--- src/rtl/clkdiv_prog.sv ---
// Purpose : programmable clock divider with glitch-free, period-aligned ratio reload.
// Latency : 1 clk from an enabled edge to dclk/tick; a ratio loads at the next period boundary.
// Backpressure: none; en low freezes the divider and keeps any pending load.
//
// Ports:
//   clk, rst          master clock, asynchronous active-high reset
//   en                count enable (low = freeze, tick forced low)
//   restart           synchronous phase restart pulse
//   div_load, div_val ratio load request; values below 2 are treated as 2
//   div_ack           one-cycle pulse when a loaded ratio takes effect
//   cur_div           ratio currently in use
//   dclk, tick        divided clock and one-cycle pulse on each dclk rising edge
module clkdiv_prog #(
    parameter int WIDTH       = 8,
    parameter int DEFAULT_DIV = 2
) (
    input  logic             clk,
    input  logic             rst,
    input  logic             en,
    input  logic             restart,
    input  logic             div_load,
    input  logic [WIDTH-1:0] div_val,
    output logic             div_ack,
    output logic [WIDTH-1:0] cur_div,
    output logic             dclk,
    output logic             tick
);

    localparam logic [WIDTH-1:0] DIV_RST = WIDTH'(DEFAULT_DIV);
    localparam logic [WIDTH-1:0] ONE     = WIDTH'(1);
    localparam logic [WIDTH-1:0] TWO     = WIDTH'(2);

    logic [WIDTH-1:0] cnt, div_cur, pend_val;
    logic             pend;

    logic [WIDTH-1:0] cnt_n, div_n, pend_val_n, load_clamped;
    logic             pend_n, dclk_n, tick_n, ack_n, terminal;

    always_comb begin
        load_clamped = (div_val < TWO) ? TWO : div_val;
        terminal     = (cnt == div_cur - ONE);

        cnt_n      = cnt;
        div_n      = div_cur;
        pend_n     = pend;
        pend_val_n = pend_val;
        dclk_n     = dclk;
        tick_n     = 1'b0;
        ack_n      = 1'b0;

        // Capture is independent of en; a later request overwrites an earlier one.
        if (div_load) begin
            pend_n     = 1'b1;
            pend_val_n = load_clamped;
        end

        if (restart) begin
            // A same-cycle load bypasses the pending register.
            if (div_load) begin
                div_n  = load_clamped;
                ack_n  = 1'b1;
                pend_n = 1'b0;
            end else if (pend) begin
                div_n  = pend_val;
                ack_n  = 1'b1;
                pend_n = 1'b0;
            end
            // Parking on the terminal count makes the next enabled edge open a period.
            cnt_n  = div_n - ONE;
            dclk_n = 1'b0;
        end else if (en) begin
            if (terminal) begin
                cnt_n  = '0;
                tick_n = 1'b1;
                // Ratio changes only here, so the new period is always whole.
                if (div_load) begin
                    div_n  = load_clamped;
                    ack_n  = 1'b1;
                    pend_n = 1'b0;
                end else if (pend) begin
                    div_n  = pend_val;
                    ack_n  = 1'b1;
                    pend_n = 1'b0;
                end
            end else begin
                cnt_n = cnt + ONE;
            end
            // dclk is registered from the count it will sit at, so it is high for cnt < half.
            dclk_n = (cnt_n < (div_n >> 1));
        end
    end

    always_ff @(posedge clk or posedge rst) begin
        if (rst) begin
            cnt      <= DIV_RST - ONE;
            div_cur  <= DIV_RST;
            pend     <= 1'b0;
            pend_val <= '0;
            dclk     <= 1'b0;
            tick     <= 1'b0;
            div_ack  <= 1'b0;
        end else begin
            cnt      <= cnt_n;
            div_cur  <= div_n;
            pend     <= pend_n;
            pend_val <= pend_val_n;
            dclk     <= dclk_n;
            tick     <= tick_n;
            div_ack  <= ack_n;
        end
    end

    assign cur_div = div_cur;

endmodule

--- config.mk ---
export PLATFORM = sky130hd
export DESIGN_NAME = clkdiv_prog
export DESIGN_NICKNAME = d
export VERILOG_FILES = /design/src/rtl/clkdiv_prog.sv
export SDC_FILE = /design/constraint.sdc
export NUM_CORES = 1
export LEC_CHECK = 0
export ABC_AREA = 1
export CORE_UTILIZATION = 35
export CTS_BUF_LIST = sky130_fd_sc_hd__clkbuf_4 sky130_fd_sc_hd__clkbuf_8
export CTS_CLUSTER_DIAMETER = 200
export DETAILED_ROUTE_END_ITERATION = 8
export PLACE_DENSITY = 0.53
export SETUP_SLACK_MARGIN = 0.3
export SLEW_MARGIN = 20
export SYNTH_ARGS = -nofsm -noshare
export SYNTH_HDL_FRONTEND = slang
export SYNTH_SLANG_ARGS = --single-unit
--- constraint.sdc ---
create_clock -name clk -period 2.9 [get_ports clk]
set_input_delay 0.58 -clock clk [delete_from_list [all_inputs] [get_ports clk]]
set_output_delay 0.58 -clock clk [all_outputs]
set_load 0.05 [all_outputs]
[Word-level counts from Yosys, hierarchy flattened]
Cells that the tools add are included.
Storage, ports and cells
  bits in registers: 28
  output and inout port bits: 11
  word-level logic and storage cells: 47
Operators by class
  add/subtract/negate cells: 3
  order comparisons: 2
  equal/unequal tests: 1
  mux-type cells: 30
  reduce and logical (&&, ||, !) cells: 3
Operators by type and width (number)
  8-bit 2-to-1 mux: 14
  1-bit 2-to-1 mux: 16
  8-bit by 1-bit subtractor with 8-bit output (second input constant): 2
  8-bit by 1-bit adder with 8-bit output (second input constant): 1
  8-bit == test: 1
  8-bit by 2-bit < comparator with 1-bit output (second input constant): 1
  8-bit by 7-bit < comparator with 1-bit output: 1
  2-bit nonzero test: 2
  2-bit AND reduction: 1

[Logic depth before layout (Yosys ltp)]
Gate-level depths: netlist of the first run.
  depth in word-level cells: 9
  depth in mapped cells: 21

[Worst setup path after synthesis of the first run]
No wires, ideal clock.
  kind: register -> register
  start point: reg div_cur[0], in the netlist cur_div[0]
  end point: reg dclk
  arrival time: 2.641 ns
  data required time: 2.834 ns
  slack: 0.193 ns
  stages on the path, launching flop included: 20
  period minus slack after synthesis: 2.707 ns
  cells stage by stage: dfrtp_1 > inv_2 > ha_1 > inv_1 > nand2_1 > nand2_1 > nor2_1 > nand3_1 > nor2_2 > nand2_2 > nor2_8 > buf_6 > nand2_1 > o21ai_2 > ha_1 > a21oi_1 > o21ai_1 > inv_1 > nand4_1 > nand2_1
On the way
  word-level cells in the longest chain between the ends: 8
RTL lines
  start, declared: line 33  | logic [WIDTH-1:0] cnt, div_cur, pend_val;
  start signal, assigned: line 104  | div_cur <= div_n;
  8-bit by 1-bit subtractor with 8-bit output (*): line 41  | terminal = (cnt == div_cur - ONE);
  8-bit == test (*): line 41
  8-bit 2-to-1 mux: line 72  | if (terminal) begin
  8-bit 2-to-1 mux: line 71  | end else if (en) begin
  8-bit 2-to-1 mux: line 57  | if (restart) begin
  8-bit by 7-bit < comparator with 1-bit output (*): line 89  | dclk_n = (cnt_n < (div_n >> 1));
  1-bit 2-to-1 mux (*): line 71
  1-bit 2-to-1 mux (*): line 57
  end signal, assigned: line 107  | dclk <= dclk_n;
  end, declared: line 25  | output logic dclk,
Mark *: on every way between the ends. The rest lies on a longest branch, timed or not. The select of a mux whose other input is x is not followed.
A chain may end at the register's enable or synchronous reset.

[Worst setup path in the final report of the first run]
  start point: reg div_cur[1], in the netlist cur_div[1]
  end point: reg dclk
On the way
  word-level cells in the longest chain between the ends: 8
RTL lines (line)
  8-bit by 1-bit subtractor with 8-bit output / 8-bit 2-to-1 mux (equally long branches)
  8-bit == test / 8-bit 2-to-1 mux (equally long branches): 41, 76
  8-bit 2-to-1 mux: 72
  8-bit 2-to-1 mux: 71
  8-bit 2-to-1 mux: 57
  8-bit by 7-bit < comparator with 1-bit output (*): 89
  1-bit 2-to-1 mux (*): 71
  1-bit 2-to-1 mux (*): 57
Marks and branches as above.

==> metrics.md, run 1 <==
| Metric | Value |
|---|---|
| Seq/Total Area, Yosys | between 30% and 40% |
| Yosys reg bits | 28 |
| Switching Share | approximately 43% |
| R2r endpoint | dclk |
| Crit Path Category | flop to flop |
| Synth Flop Type | dfrtp_1 |
| ANT cells | 0 |
| Worst-margin pin slew | just over 800 ps |
| Gate count after technology mapping | 320 |
| Post-synth EDFFs | 0 |
| Synth area leaders | dfrtp_1 29%, nand2_1 17%, ha_1 5.0% |
| Leak Pwr | about 1.3 nW |
| Vias post-DR | about 2,100 |
| Largest net degree at the start of global routing | 22 |
| Setup crit end kind | flop |
| Hold path depth | 2 |
| Final slew viol count | 0 |
| Routed Antenna Nets | 0 |
| Fin worst setup slack | 265 ps |
| Hold WS | 472 ps |
| Max cap viols | 0 |
| RSZ-0062 raised after global routing | yes |
| # DRC | 0 |
| Status | completed |
| Cells along the critical path | inv_6 -> ha_4 -> inv_2 -> nand2_1 -> nand2_1 -> nor2_1 -> nand3_1 -> nor2_2 -> nand2_2 -> nor2_8 -> buf_6 -> nand2_2 -> o21ai_4 -> ha_1 -> a21oi_2 -> o21ai_1 -> inv_1 -> nand4_1 -> nand2_1 |
| Fin nets | approximately 380 |
| Seq pwr share | 34.3% |
| Antenna violations before repair | 0 |
| Async S/R FF share, synth | 100% |
| Initial Utilization | 37.1% |
| Cell Area, Synth | between 0.002 and 0.0025 mm^2 |
| Clock Skews | 5.61 ps |
| CP top delay family | simple AND/OR/NAND/NOR gates |
| Buf/Inv on CP | 4 |
| Most frequent CP cell | nand2_1 |
| Reg2reg start | cur_div[1] |
| Maximum clock path buffer count | 2 |
| Post-layout util | between 40% and 50% |
| Endpoints failing hold | 0 |
| Area growth syn-to-layout | 25.6% |
| Synthesized Nets | roughly 340 |
| FMAX | approximately 380 MHz |
| Max FO, Critical Path | 6 |
| Core Rows | 28 |
| Synth top area share | approximately 29% |
| Top Ports | 24 |
| Area of the die | between 0.006 and 0.007 mm^2 |
| Synth cell types | 37 |
| Power per cell area | 556 mW/mm^2 |
| Final Power | between 1.5 and 2 mW |
| Buffers on Ports | 23 |
| Drt first pass iters | 4 |
| H-tree level count | 1 |
| Die width | ~82 um |
| Pre-CTS setup slack | slightly below 60 ps |
| Pint | 0.883 mW |
| Slew HR | about 46% |
| Gate power share | roughly 50% |
| Min Tclk post-route | 2630 ps |
| Worst-path clk slew | around 100 ps |
| Initial DRC Count | 96 |
| Worst-case reg-to-reg path depth | 19 |
| First-pass GRT wire length | 9910 um |
| Crit path arrival time | 2870 ps |
| CTS tree | yes |
| Yosys Warn Count | 0 |
| Crit-path slowest cell | dfstp_4 |
| Startpoint types | flop |
| Grt total ovfl | 0 |
| P_sw | 0.679 mW |
| Peak supply drop | between 0.2 and 0.25 mV |
| Worst Path Required | approximately 3100 ps |
| Hold_sp | pend_val[2] |
| Core footprint | about 0.006 mm^2 |
| R2R setup slack | roughly 270 ps |
| Skew-Pair Late Insertion Delay | 290 ps |
| HP Class | flop to flop |
| Final setup viols | 0 |
| Drt total wl | ~6000 um |
| Worst Hold Endpoint | pend_val[2] |
| Total track usage | about a fifth |
| Vias in the first global route | 2,007 |
| Routed length per instance | 13.8 um |
| Clock sinks | 28 |
| Synthesized area per cell | 6.99 um^2 |
| TritonCTS Buffers | 3 |
| DP HPWL | about 4600 um |
| Final GP Congestion | roughly 0.8 |
| Hold Buf Count CTS | 0 |
| Clk root buf | clkbuf_8 |
| Dominant cell type by area after synthesis | dfrtp_1 |
| Share of cells above drive strength 1 | between 20% and 30% |
| Setup_tns | 0 ps |
| Die span in y | roughly 80 um |
| Crit-path max cell delay | ~650 ps |
| Final worst-path cycle share | between 90% and 100% |
| Post-detailed-route via-to-cell ratio | slightly below 5 |
| Clock share of power | around 17% |
-- kinds of logic after synthesis --
| group | after synthesis | synth area share [%] |
|---|---|---|
| simple gates | 169 | 34.8 |
| compound gates | 57 | 16.3 |
| buf+inv | 52 | 10.5 |
| flops | 28 | 31.4 |
| fa+ha+maj | 9 | 5.04 |
| xor+xnor | 5 | 1.96 |
-- per-layer routing --
layer	track usage, %	routed length [um]	part of all wire, %
met1	27.8	3000	50
met2	32.2	2730	46
met3	1.89	157	2.6
met4	5.79	90	1.5
met5	0	0	0
-- flip-flops by register name (all words and copies together), names as in the netlist --
| signal | cells |
|---|---|
| tick | 1 |
| dclk | 1 |
| cnt | 8 |
| cur_div | 8 |
| pend | 1 |
| pend_val | 8 |
| div_ack | 1 |
-- how the worst max path moves through the flow --
stage	startpoint	endpoint	slack [ps]	cells after the start
final	cur_div[1]	dclk	270	19
after global placement	div_val[2]	cnt[6]	140	14
after global routing	cur_div[1]	dclk	8	21
after CTS	cur_div[1]	dclk	240	19
after detailed placement	cur_div[1]	dclk	60	19
after floorplan	cur_div[1]	dclk	290	21
-- cells in the final DEF (no fill, tap or decap), drive strengths merged --
cell             n
nand2          109
clkbuf           4
a21oi            6
a22oi            4
o211ai           3
dfrtp           26
dfstp            2
o221ai           8
clkinv           3
nand3           20
xnor2            2
nor2            33
or2              1
a31oi            2
o21ai           31
buf             21
o21bai           1
xor2             3
clkdlybuf4s50   23
a221oi           1
inv             39
nand4            2
nor3             4
o21a             1
ha               9
-- worst reg2reg max path, cell delays in order (launching register included) --
cell	delay, ps
dfstp_4	650
inv_6	40
ha_4	260
inv_2	30
nand2_1	40
nand2_1	50
nor2_1	90
nand3_1	90
nor2_2	100
nand2_2	100
nor2_8	180
buf_6	160
nand2_2	60
o21ai_4	70
ha_1	270
a21oi_2	120
o21ai_1	70
inv_1	50
nand4_1	90
nand2_1	70
-- power groups by stage --
| stage | clock network, mW | logic, mW | registers, mW |
|---|---|---|---|
| detailed placement | 0 | 0.702 | 0.541 |
| floorplan | 0 | 0.481 | 0.575 |
| global placement | 0 | 0.701 | 0.541 |
| global route | 0.274 | 0.867 | 0.544 |
| CTS | 0.266 | 0.756 | 0.533 |
| finish | 0.259 | 0.767 | 0.535 |
-- timing repair --
action                                 in CTS  in global routing
setup endpoints to repair                   1                  3
pin swaps                                  17                  3
resized for setup                          10                  7
buffers inserted                           11                  1
endpoints found under the hold margin       0                  0
-- cell usage after synthesis (all sizes together), types with 2 or more instances --
cell type,count
clkinv,3
nor2,33
nand4,2
o21ai,31
a31oi,2
ha,9
buf,7
nor3,4
xnor2,2
dfrtp,26
a22oi,4
o221ai,8
xor2,3
a21oi,6
clkbuf,3
nand3,20
nand2,109
dfstp,2
inv,39
o211ai,3
-- per-stage QoR --
stage                     cells  area [um^2]
after floorplan             320         2260
after global placement      417         2580
after detailed placement    417         2580
after CTS                   432         2770
after global routing        433         2810
final                       433         2810
-- final cells by class --
class | instances | area, um^2
clock buffers | 4 | 55.1
fillers | 646 | 3220
inverters | 42 | 170
multi-input cells | 240 | 1370
flip-flops and latches | 28 | 708
well taps | 75 | 93.8
repair buffers | 44 | 408
No activity file was read; power rests on OpenSTA's default activity.
==> run 2: changes to the inputs <==
Settings changed: HOLD_SLACK_MARGIN set to 0.1.
==> results of run 2 <==
The final DEF is identical to that of run 1; final timing and power are the same.
